`src/rtl/id_fetch_queue_dec_if.sv`:
```
// Fetch-to-decode queue bus: fetch-side push handshake, flush, and decoded result handshake.
// The DUT uses the slave modport; the producer/consumer environment uses master.
interface id_fetch_queue_dec_if #(
   parameter int XLEN       = 32,
   parameter int ADDR_WIDTH = 32
);
   logic                  flush;
   logic                  in_valid;
   logic                  in_ready;
   logic [31:0]           in_inst;
   logic [ADDR_WIDTH-1:0] in_addr;
   logic                  out_valid;
   logic                  out_ready;
   logic [31:0]           out_inst;
   logic [ADDR_WIDTH-1:0] out_addr;
   logic [4:0]            rs1;
   logic [4:0]            rs2;
   logic [4:0]            rd;
   logic [11:0]           csr_addr;
   logic [XLEN-1:0]       imm;
   logic [2:0]            fmt;
   logic [2:0]            funct3;
   logic                  rd_we;
   logic                  illegal;

   modport master (
      output flush, in_valid, in_inst, in_addr, out_ready,
      input  in_ready, out_valid, out_inst, out_addr, rs1, rs2, rd,
             csr_addr, imm, fmt, funct3, rd_we, illegal
   );

   modport slave (
      input  flush, in_valid, in_inst, in_addr, out_ready,
      output in_ready, out_valid, out_inst, out_addr, rs1, rs2, rd,
             csr_addr, imm, fmt, funct3, rd_we, illegal
   );
endinterface

```
`src/rtl/id_fetch_queue_dec.sv`:
```
// Registered RV32I decode stage: DEPTH-entry instruction FIFO, head decoder, and an
// output register behind a valid/ready handshake, with single-cycle flush.
module id_fetch_queue_dec #(
   parameter int XLEN       = 32,
   parameter int ADDR_WIDTH = 32,
   parameter int DEPTH      = 4
) (
   input  logic                clk,
   input  logic                rst,
   id_fetch_queue_dec_if.slave q_if
);
   localparam int PTR_W = $clog2(DEPTH);
   localparam int CNT_W = PTR_W + 1;
   localparam logic [CNT_W-1:0] FULL_CNT = CNT_W'(DEPTH);

   typedef enum logic [2:0] {
      FMT_R   = 3'd0,
      FMT_I   = 3'd1,
      FMT_IL  = 3'd2,
      FMT_S   = 3'd3,
      FMT_B   = 3'd4,
      FMT_U   = 3'd5,
      FMT_J   = 3'd6,
      FMT_ILL = 3'd7
   } fmt_e;

   function automatic logic [XLEN-1:0] sext32(input logic [31:0] v);
      return XLEN'($signed(v));
   endfunction

   logic [31:0]           r_inst_mem [DEPTH];
   logic [ADDR_WIDTH-1:0] r_addr_mem [DEPTH];
   logic [PTR_W-1:0]      r_wr_ptr;
   logic [PTR_W-1:0]      r_rd_ptr;
   logic [CNT_W-1:0]      r_count;

   logic                  r_out_valid;
   logic [31:0]           r_out_inst;
   logic [ADDR_WIDTH-1:0] r_out_addr;
   logic [4:0]            r_rs1;
   logic [4:0]            r_rs2;
   logic [4:0]            r_rd;
   logic [11:0]           r_csr_addr;
   logic [XLEN-1:0]       r_imm;
   logic [2:0]            r_fmt;
   logic [2:0]            r_funct3;
   logic                  r_rd_we;
   logic                  r_illegal;

   logic                  w_in_ready;
   logic                  w_push;
   logic                  w_pop;
   logic [31:0]           w_head;
   fmt_e                  w_fmt;
   logic [4:0]            w_rs1;
   logic [4:0]            w_rs2;
   logic [4:0]            w_rd;
   logic [11:0]           w_csr_addr;
   logic [XLEN-1:0]       w_imm;
   logic [2:0]            w_funct3;
   logic                  w_illegal;

   assign w_in_ready = (r_count != FULL_CNT);
   assign w_push     = q_if.in_valid && w_in_ready;
   assign w_pop      = (r_count != CNT_W'(0)) && (!r_out_valid || q_if.out_ready);
   assign w_head     = r_inst_mem[r_rd_ptr];

   // Decode the FIFO head; fields unused by the format stay zero
   always_comb begin
      w_rs1      = 5'd0;
      w_rs2      = 5'd0;
      w_rd       = 5'd0;
      w_imm      = {XLEN{1'b0}};
      w_funct3   = 3'd0;
      w_illegal  = 1'b0;
      w_csr_addr = 12'd0;
      case (w_head[6:0])
         7'b0110011:                         w_fmt = FMT_R;
         7'b0010011, 7'b1100111, 7'b1110011: w_fmt = FMT_I;
         7'b0000011:                         w_fmt = FMT_IL;
         7'b0100011:                         w_fmt = FMT_S;
         7'b1100011:                         w_fmt = FMT_B;
         7'b0110111, 7'b0010111:             w_fmt = FMT_U;
         7'b1101111:                         w_fmt = FMT_J;
         default:                            w_fmt = FMT_ILL;
      endcase
      case (w_fmt)
         FMT_R: begin
            w_rs1    = w_head[19:15];
            w_rs2    = w_head[24:20];
            w_rd     = w_head[11:7];
            w_funct3 = w_head[14:12];
         end
         FMT_I, FMT_IL: begin
            w_rs1    = w_head[19:15];
            w_rd     = w_head[11:7];
            w_funct3 = w_head[14:12];
            w_imm    = sext32({{20{w_head[31]}}, w_head[31:20]});
         end
         FMT_S: begin
            w_rs1    = w_head[19:15];
            w_rs2    = w_head[24:20];
            w_funct3 = w_head[14:12];
            w_imm    = sext32({{20{w_head[31]}}, w_head[31:25], w_head[11:7]});
         end
         FMT_B: begin
            w_rs1    = w_head[19:15];
            w_rs2    = w_head[24:20];
            w_funct3 = w_head[14:12];
            w_imm    = sext32({{19{w_head[31]}}, w_head[31], w_head[7],
                               w_head[30:25], w_head[11:8], 1'b0});
         end
         FMT_U: begin
            w_rd  = w_head[11:7];
            w_imm = sext32({w_head[31:12], 12'd0});
         end
         FMT_J: begin
            w_rd  = w_head[11:7];
            w_imm = sext32({{11{w_head[31]}}, w_head[31], w_head[19:12],
                            w_head[20], w_head[30:21], 1'b0});
         end
         default: begin
            w_illegal = 1'b1;
         end
      endcase
      if (w_head[6:0] == 7'b1110011) begin
         w_csr_addr = w_head[31:20];
      end else begin
         w_csr_addr = 12'd0;
      end
   end

   // FIFO storage; payload needs no reset because only counted entries are ever read
   always_ff @(posedge clk) begin
      if (rst && !q_if.flush && w_push) begin
         r_inst_mem[r_wr_ptr] <= q_if.in_inst;
         r_addr_mem[r_wr_ptr] <= q_if.in_addr;
      end
   end

   // Pointers, occupancy and the output register; reset beats flush beats traffic
   always_ff @(posedge clk) begin
      if (!rst) begin
         r_wr_ptr    <= '0;
         r_rd_ptr    <= '0;
         r_count     <= '0;
         r_out_valid <= 1'b0;
         r_out_inst  <= 32'd0;
         r_out_addr  <= '0;
         r_rs1       <= 5'd0;
         r_rs2       <= 5'd0;
         r_rd        <= 5'd0;
         r_csr_addr  <= 12'd0;
         r_imm       <= '0;
         r_fmt       <= 3'd0;
         r_funct3    <= 3'd0;
         r_rd_we     <= 1'b0;
         r_illegal   <= 1'b0;
      end else if (q_if.flush) begin
         r_wr_ptr    <= '0;
         r_rd_ptr    <= '0;
         r_count     <= '0;
         r_out_valid <= 1'b0;
      end else begin
         if (w_push) begin
            r_wr_ptr <= r_wr_ptr + PTR_W'(1);
         end
         case ({w_push, w_pop})
            2'b10:   r_count <= r_count + CNT_W'(1);
            2'b01:   r_count <= r_count - CNT_W'(1);
            default: r_count <= r_count;
         endcase
         if (w_pop) begin
            r_rd_ptr    <= r_rd_ptr + PTR_W'(1);
            r_out_valid <= 1'b1;
            r_out_inst  <= w_head;
            r_out_addr  <= r_addr_mem[r_rd_ptr];
            r_rs1       <= w_rs1;
            r_rs2       <= w_rs2;
            r_rd        <= w_rd;
            r_csr_addr  <= w_csr_addr;
            r_imm       <= w_imm;
            r_fmt       <= w_fmt;
            r_funct3    <= w_funct3;
            r_rd_we     <= (w_rd != 5'd0);
            r_illegal   <= w_illegal;
         end else if (q_if.out_ready) begin
            r_out_valid <= 1'b0;
         end
      end
   end

   assign q_if.in_ready  = w_in_ready;
   assign q_if.out_valid = r_out_valid;
   assign q_if.out_inst  = r_out_inst;
   assign q_if.out_addr  = r_out_addr;
   assign q_if.rs1       = r_rs1;
   assign q_if.rs2       = r_rs2;
   assign q_if.rd        = r_rd;
   assign q_if.csr_addr  = r_csr_addr;
   assign q_if.imm       = r_imm;
   assign q_if.fmt       = r_fmt;
   assign q_if.funct3    = r_funct3;
   assign q_if.rd_we     = r_rd_we;
   assign q_if.illegal   = r_illegal;
endmodule

```
`src/flat_wrapper.sv`:
```
// flat-port wrapper written by rule: the top's interface ports become plain ports
module id_fetch_queue_dec_flat 
#(
   parameter int XLEN       = 32,
   parameter int ADDR_WIDTH = 32,
   parameter int DEPTH      = 4
)
  (clk, rst, q_if_flush, q_if_in_valid, q_if_in_inst, q_if_in_addr, q_if_out_ready, q_if_in_ready, q_if_out_valid, q_if_out_inst, q_if_out_addr, q_if_rs1, q_if_rs2, q_if_rd, q_if_csr_addr, q_if_imm, q_if_fmt, q_if_funct3, q_if_rd_we, q_if_illegal);
  id_fetch_queue_dec_if #(.XLEN(XLEN), .ADDR_WIDTH(ADDR_WIDTH)) q_if_i ();
  input  logic clk;
  input  logic rst;
  input wire logic [$bits(q_if_i.flush)-1:0] q_if_flush;
  input wire logic [$bits(q_if_i.in_valid)-1:0] q_if_in_valid;
  input wire logic [$bits(q_if_i.in_inst)-1:0] q_if_in_inst;
  input wire logic [$bits(q_if_i.in_addr)-1:0] q_if_in_addr;
  input wire logic [$bits(q_if_i.out_ready)-1:0] q_if_out_ready;
  output wire logic [$bits(q_if_i.in_ready)-1:0] q_if_in_ready;
  output wire logic [$bits(q_if_i.out_valid)-1:0] q_if_out_valid;
  output wire logic [$bits(q_if_i.out_inst)-1:0] q_if_out_inst;
  output wire logic [$bits(q_if_i.out_addr)-1:0] q_if_out_addr;
  output wire logic [$bits(q_if_i.rs1)-1:0] q_if_rs1;
  output wire logic [$bits(q_if_i.rs2)-1:0] q_if_rs2;
  output wire logic [$bits(q_if_i.rd)-1:0] q_if_rd;
  output wire logic [$bits(q_if_i.csr_addr)-1:0] q_if_csr_addr;
  output wire logic [$bits(q_if_i.imm)-1:0] q_if_imm;
  output wire logic [$bits(q_if_i.fmt)-1:0] q_if_fmt;
  output wire logic [$bits(q_if_i.funct3)-1:0] q_if_funct3;
  output wire logic [$bits(q_if_i.rd_we)-1:0] q_if_rd_we;
  output wire logic [$bits(q_if_i.illegal)-1:0] q_if_illegal;
  assign q_if_i.flush = q_if_flush;
  assign q_if_i.in_valid = q_if_in_valid;
  assign q_if_i.in_inst = q_if_in_inst;
  assign q_if_i.in_addr = q_if_in_addr;
  assign q_if_i.out_ready = q_if_out_ready;
  assign q_if_in_ready = q_if_i.in_ready;
  assign q_if_out_valid = q_if_i.out_valid;
  assign q_if_out_inst = q_if_i.out_inst;
  assign q_if_out_addr = q_if_i.out_addr;
  assign q_if_rs1 = q_if_i.rs1;
  assign q_if_rs2 = q_if_i.rs2;
  assign q_if_rd = q_if_i.rd;
  assign q_if_csr_addr = q_if_i.csr_addr;
  assign q_if_imm = q_if_i.imm;
  assign q_if_fmt = q_if_i.fmt;
  assign q_if_funct3 = q_if_i.funct3;
  assign q_if_rd_we = q_if_i.rd_we;
  assign q_if_illegal = q_if_i.illegal;
  id_fetch_queue_dec #(.XLEN(XLEN), .ADDR_WIDTH(ADDR_WIDTH), .DEPTH(DEPTH)) u_core (.clk(clk), .rst(rst), .q_if(q_if_i));
endmodule
```
`config.mk`:
```
export PLATFORM = sky130hd
export DESIGN_NAME = id_fetch_queue_dec_flat
export DESIGN_NICKNAME = d
export VERILOG_FILES = /design/src/rtl/id_fetch_queue_dec_if.sv /design/src/rtl/id_fetch_queue_dec.sv /design/src/flat_wrapper.sv
export SDC_FILE = /design/constraint.sdc
export NUM_CORES = 1
export LEC_CHECK = 0
export ABC_AREA = 0
export CORE_ASPECT_RATIO = 1.4
export CORE_MARGIN = 4
export CORE_UTILIZATION = 49
export CTS_CLUSTER_SIZE = 30
export DETAILED_ROUTE_END_ITERATION = 6
export MAX_ROUTING_LAYER = met4
export PLACE_DENSITY_LB_ADDON = 0.12
export SLEW_MARGIN = 20
export SYNTH_ARGS = -nofsm -noshare
export SYNTH_HDL_FRONTEND = slang
export SYNTH_SLANG_ARGS = --single-unit
```
`constraint.sdc`:
```
create_clock -name clk -period 3.6 [get_ports clk]
set_clock_uncertainty 0.2 [all_clocks]
set_input_delay 0.72 -clock clk [delete_from_list [all_inputs] [get_ports clk]]
set_output_delay 0.72 -clock clk [all_outputs]
set_load 0.005 [all_outputs]
```
; Yosys cells after proc, flatten, opt, wreduce, memory -nomap -nowiden
; Memories as Yosys holds them, arrays and structs flattened. A register that Yosys moved wholly into a read port is not among the register bits.
; Cells that the tools add are included.
[classes]
add_sub_neg = 4
n_mul = 0
div_mod_pow = 0
n_lt_le_gt_ge = 0
n_eq_ne = 19
n_shift = 0
n_mux = 15
n_bitwise = 2
n_reduce_logical = 22
[ops]
columns = cell, count
row1 = 32-bit one-hot mux with 5 select lines, 1
row2 = 7-bit == test (second input constant), 4
row3 = 7-bit by 6-bit == test with 1-bit output (second input constant), 3
row4 = 3-bit one-hot mux with 7 select lines, 1
row5 = 5-bit 2-to-1 mux, 3
row6 = 7-bit by 5-bit == test with 1-bit output (second input constant), 2
row7 = 12-bit 2-to-1 mux, 1
row8 = 5-bit OR reduction, 2
row9 = 3-bit == test (second input constant), 3
row10 = 7-bit by 2-bit == test with 1-bit output (second input constant), 1
row11 = 7-bit OR reduction, 1
row12 = 3-bit by 2-bit == test with 1-bit output (second input constant), 2
row13 = 3-bit one-hot mux with 2 select lines, 1
row14 = 2-bit OR reduction, 3
row15 = 3-bit OR reduction, 2
row16 = 1-bit 2-to-1 mux, 5
row17 = 5-bit nonzero test, 1
row18 = 2-bit by 1-bit adder with 2-bit output (second input constant), 2
row19 = 1-bit logical AND, 4
row20 = 2-bit 2-to-1 mux, 2
row21 = 2-bit nonzero test, 2
row22 = 3-bit by 1-bit adder with 3-bit output (second input constant), 1
row23 = 3-bit by 1-bit == test with 1-bit output (second input constant), 1
row24 = 1-bit zero test, 3
row25 = other kinds (10), 11
[totals]
regBits = 107
latch_bits = 0
mem_bits_rw = 256
romBits = 0
word_cells = 78
mem_count = 2
[memory_table]
columns = memory, words, word_bits, read_ports, rd_ports_with_merged_regs, wr, line
row1 = u_core.r_addr_mem, 4, 32, 1, 1, 1, id_fetch_queue_dec.sv:32  ; logic [ADDR_WIDTH-1:0] r_addr_mem [DEPTH];
row2 = u_core.r_inst_mem, 4, 32, 1, 1, 1, id_fetch_queue_dec.sv:31  ; logic [31:0] r_inst_mem [DEPTH];

; Longest topological paths before layout
[depth]
word_depth = 7
depth_mapped = 15
depth_no_buf = 11

; Least setup slack after synthesis
; OpenSTA, ideal clock, no wires.
[synth_timing]
path_type = register -> register
start = register with a tool-made name
end = register u_core.r_imm[19], in the netlist u_core.q_if.imm[19]
t_arrival_ns = 3.237
slack_ns = 0.019
path_stages_with_launch = 16
n_path_buf = 4
cell_sequence = dfxtp_1 buf_6 buf_8 mux4_2 xor2_1 a21oi_1 o22ai_1 nor2b_1 ha_1 or2_2 buf_1 nor2_1 nor3_1 mux2i_1 buf_2 a22oi_1
[synth_rtl]
columns = item, line
row1 = to (signal assigned), id_fetch_queue_dec.sv:182  ; r_imm <= w_imm;
row2 = to (decl), id_fetch_queue_dec.sv:44  ; logic [XLEN-1:0] r_imm;

==> results.md <==
- Fin cells: 1590
- XOR/XNOR Fraction of Synth Area: 0.358%
- Post-synth cell types: 54
- Critical path peak fanout: 9
- Core outline area: 29400 um2
- Multi-input logic area: 3900 um2
- CP max-delay cell: mux4_2
- CTS Buffer Depth: 3
- Min Tclk post-route: 3410 ps
- WL/cell: 21.2 um
- Syn. warnings: 0
- DRC: 0
- CP Buf/Inv Count: 1
- Cells after synthesis: 960
- Syn Nets: 1039
- Vias in the first global route: 9225
- Clock root cell: clkbuf_16
- Placed Instances: 1514
- Number of synthesized flops with an enable pin: 256
- IR drop worst, VDD: 0.409 mV
- Layout cell share with drive strength beyond 1: 14.6%
- Max-slew headroom: 33.0%
- Initial DRT Pass Iterations: 5
- CP Data Arrival Time: 3610 ps
- Die Area: 32800 um2
- CTS tree: yes
- Fill count: 2184
- Top achievable clock speed: 293 MHz
- Min-Delay Path Class: flip-flop to flip-flop
- First-pass GRT wire length: 52.6 mm
- Cell Rows: 74
- Dpl hpwl: 22.5 mm
- Setup Crit Path Kind: flip-flop to flip-flop
- Total chip power: 9.80 mW
- Main combinational cell family by area after synthesis: multiplexers
- Area growth from synthesis to layout: 26.5%
- Final setup fails: 0
- Initial drt markers: 416
- Req. time, crit path: 3800 ps
- Routability Congestion: 0.815
- CTS H-tree lvls: 2
- Hold path startpoint: u_core.q_if.out_inst[31]
- Max Cap Viol: 0
- Synth Flop Type: edfxtp_1
- Hold Path End: u_core.q_if.out_inst[31]
- Total gr overflow: 0
- Status: completed
- PortBufs: 201
- Worst-path clk slew: 60 ps
- Setup TNS Final: 0 ps
- Pwr Density: 528 nW/um2
- Die width: 154 um
- Hold depth: 2
- Total GRT Usage: 21.2%
- TritonCTS Buffers: 38
- Worst Setup End Kind: flip-flop
- Clk sinks: 397
- Reg-to-Reg End: u_core.q_if.imm[14]
- Unrepaired setup endpoints after global routing: false
- Fin. Hold Viols: 0
- Compound-Gate Fraction of Synth Area: 7.82%
- Pin count of the biggest net entering global routing: 54
- Critical path's top delay family: multiplexers
- Final Cycle Share: 94.8%
- Cts hold-fix bufs: 0
- Worst R2R Path Depth: 11
- Worst-Skew Late Latency: 520 ps
- Via count: 8760
- Final Instance Area: 18600 um2
- Max-slew violations: 0
- Wirelength, routed: 33.7 mm
- Die H: 213 um
- Async SR Flop Fraction: 0%
- Number of vias per cell: 5.51
- Number of synthesized register bits: 397
- Worst-margin pin slew: 1000 ps
- CP max stage delay: 620 ps
- Leakage: 5.96 nW
- Starting Density: 50.0%
- Net count, final: 1254
- Antenna Violating Nets Remaining: 0
- Adder-Cell Fraction of Synth Area: 0.904%
- Cells along the critical path: mux4_2, xor2_1, a21oi_1, o22ai_2, nor2b_1, ha_1, buf_4, or3_1, and2_1, mux2i_4, a22oi_1
- Post-synthesis mux area share: 10.2%
- Post-Place Cell Area: 17200 um2
- Seq. cell area: 10500 um2
- Initial antenna violation count: 5
- Synth Area in Simple Gates: 6.99%
- Reg2reg setup slack: 190 ps
- Register area share after synthesis: 71.6%
- Syn_area_per_cell: 15.3 um2
- I/O pin count: 202
- Crit start category: flip-flop
- Synth Cell Area: 14700 um2
-- synth_stat cells (8+ instances only) --
cell        n  share of area (%)
dfxtp_1   141                 19
edfxtp_1  256                 52
a22oi_1    19               0.97
inv_1       9               0.23
a221oi_1    8               0.48
a211oi_1   16               0.82
ha_1        9               0.77
buf_1       8               0.20
nand2_1   167                4.3
mux4_2     59                9.1
nor2_1     37               0.95
a32oi_1     8               0.48
clkbuf_1   44                1.1
a21oi_1    76                2.6
a221o_1    11               0.75
-- routing by layer --
| layer | vias up | share of wire (%) | global-route usage, % | wire (um) |
|---|---|---|---|---|
| li1 | 4099 | - | - | - |
| met1 | 4365 | 39 | 24.1 | 13000 |
| met2 | 243 | 54 | 38.0 | 18100 |
| met3 | 53 | 5.4 | 4.24 | 1820 |
| met4 | 0 | 2.2 | 6.79 | 731 |
| met5 | - | 0 | - | 0 |
-- repair_timing --
item	4_1_cts	5_1_grt
buffers inserted	0	1
setup endpoints to repair	8	39
resized for setup	1	3
-- where the power goes --
group          internal [mW]  switching [mW]  total [mW]
Combinational          0.379           0.422       0.801
Sequential              4.95          0.0559        5.01
Clock                   2.37            1.62        3.99
-- stage by stage --
stage | utilization (%) | setup slack, ps | hold WS [ps]
floorplan | - | 18.9 | 245
global placement | 58.8 | 57.5 | 242
detailed placement | 58.8 | -20.8 | 246
CTS | 63.1 | 47.3 | 254
global route | 63.2 | 6.53 | 272
finish | 63.2 | 186 | 255
-- cell families after synthesis --
family | Yosys count
buffers and inverters | 71
adders and majority gates | 10
muxes | 67
DFF | 397
xor gates and xnor gates | 6
AOI/OAI and AO/OA | 167
and+or+nand+nor | 242
-- how the worst max path moves through the flow --
stage | from | end | slack (ps) | cells after the start
floorplan | flip-flop | u_core.q_if.imm[19] | 20 | 15
global placement | flip-flop | u_core.q_if.imm[14] | 60 | 11
detailed placement | flip-flop | u_core.q_if.imm[12] | -20 | 11
CTS | flip-flop | u_core.q_if.imm[29] | 50 | 11
global route | flip-flop | u_core.q_if.imm[12] | 7 | 11
finish | flip-flop | u_core.q_if.imm[14] | 190 | 11
-- layout make-up --
class,instances,share of cell area (%)
diodes,5,0.0674
clock buffers,56,6.22
clock inverters,14,0.640
inverters,9,0.189
multi-input cells,492,21.0
flip-flops and latches,397,56.7
well taps,380,2.56
repair buffers,237,12.6
-- cell usage in the layout (no fill, tap or decap), drive strengths merged, types with 6 or more instances in the layout --
cell type / instances
dfxtp: 141
clkinv: 10
clkdlybuf4s50: 201
a32o: 6
a211oi: 17
nor4: 7
clkbuf: 56
a32oi: 8
nand2: 167
edfxtp: 256
a22oi: 19
a221o: 11
a221oi: 8
mux4: 64
inv: 9
buf: 36
and2: 7
nor2: 37
a21oi: 76
ha: 9
-- worst register-to-register path: cells and delay by family (launching register included) --
kind            cells  cell delay, ps
buf+inv             1             160
xor+xnor            1             190
flops               1             440
simple gates        3             750
compound gates      3             450
mux                 2             890
fa+ha+maj           1             200
-- flip-flops by register name, summed over array words and instances, names as in the netlist, 5 cells and up, named ones only --
signal	cells
u_core.q_if.rs2	5
u_core.q_if.out_addr	32
u_core.q_if.rd	5
u_core.q_if.out_inst	32
u_core.r_addr_mem	128
u_core.r_inst_mem	128
u_core.q_if.imm	32
u_core.q_if.csr_addr	12
u_core.q_if.rs1	5
Power figures use the tool's default switching activity.
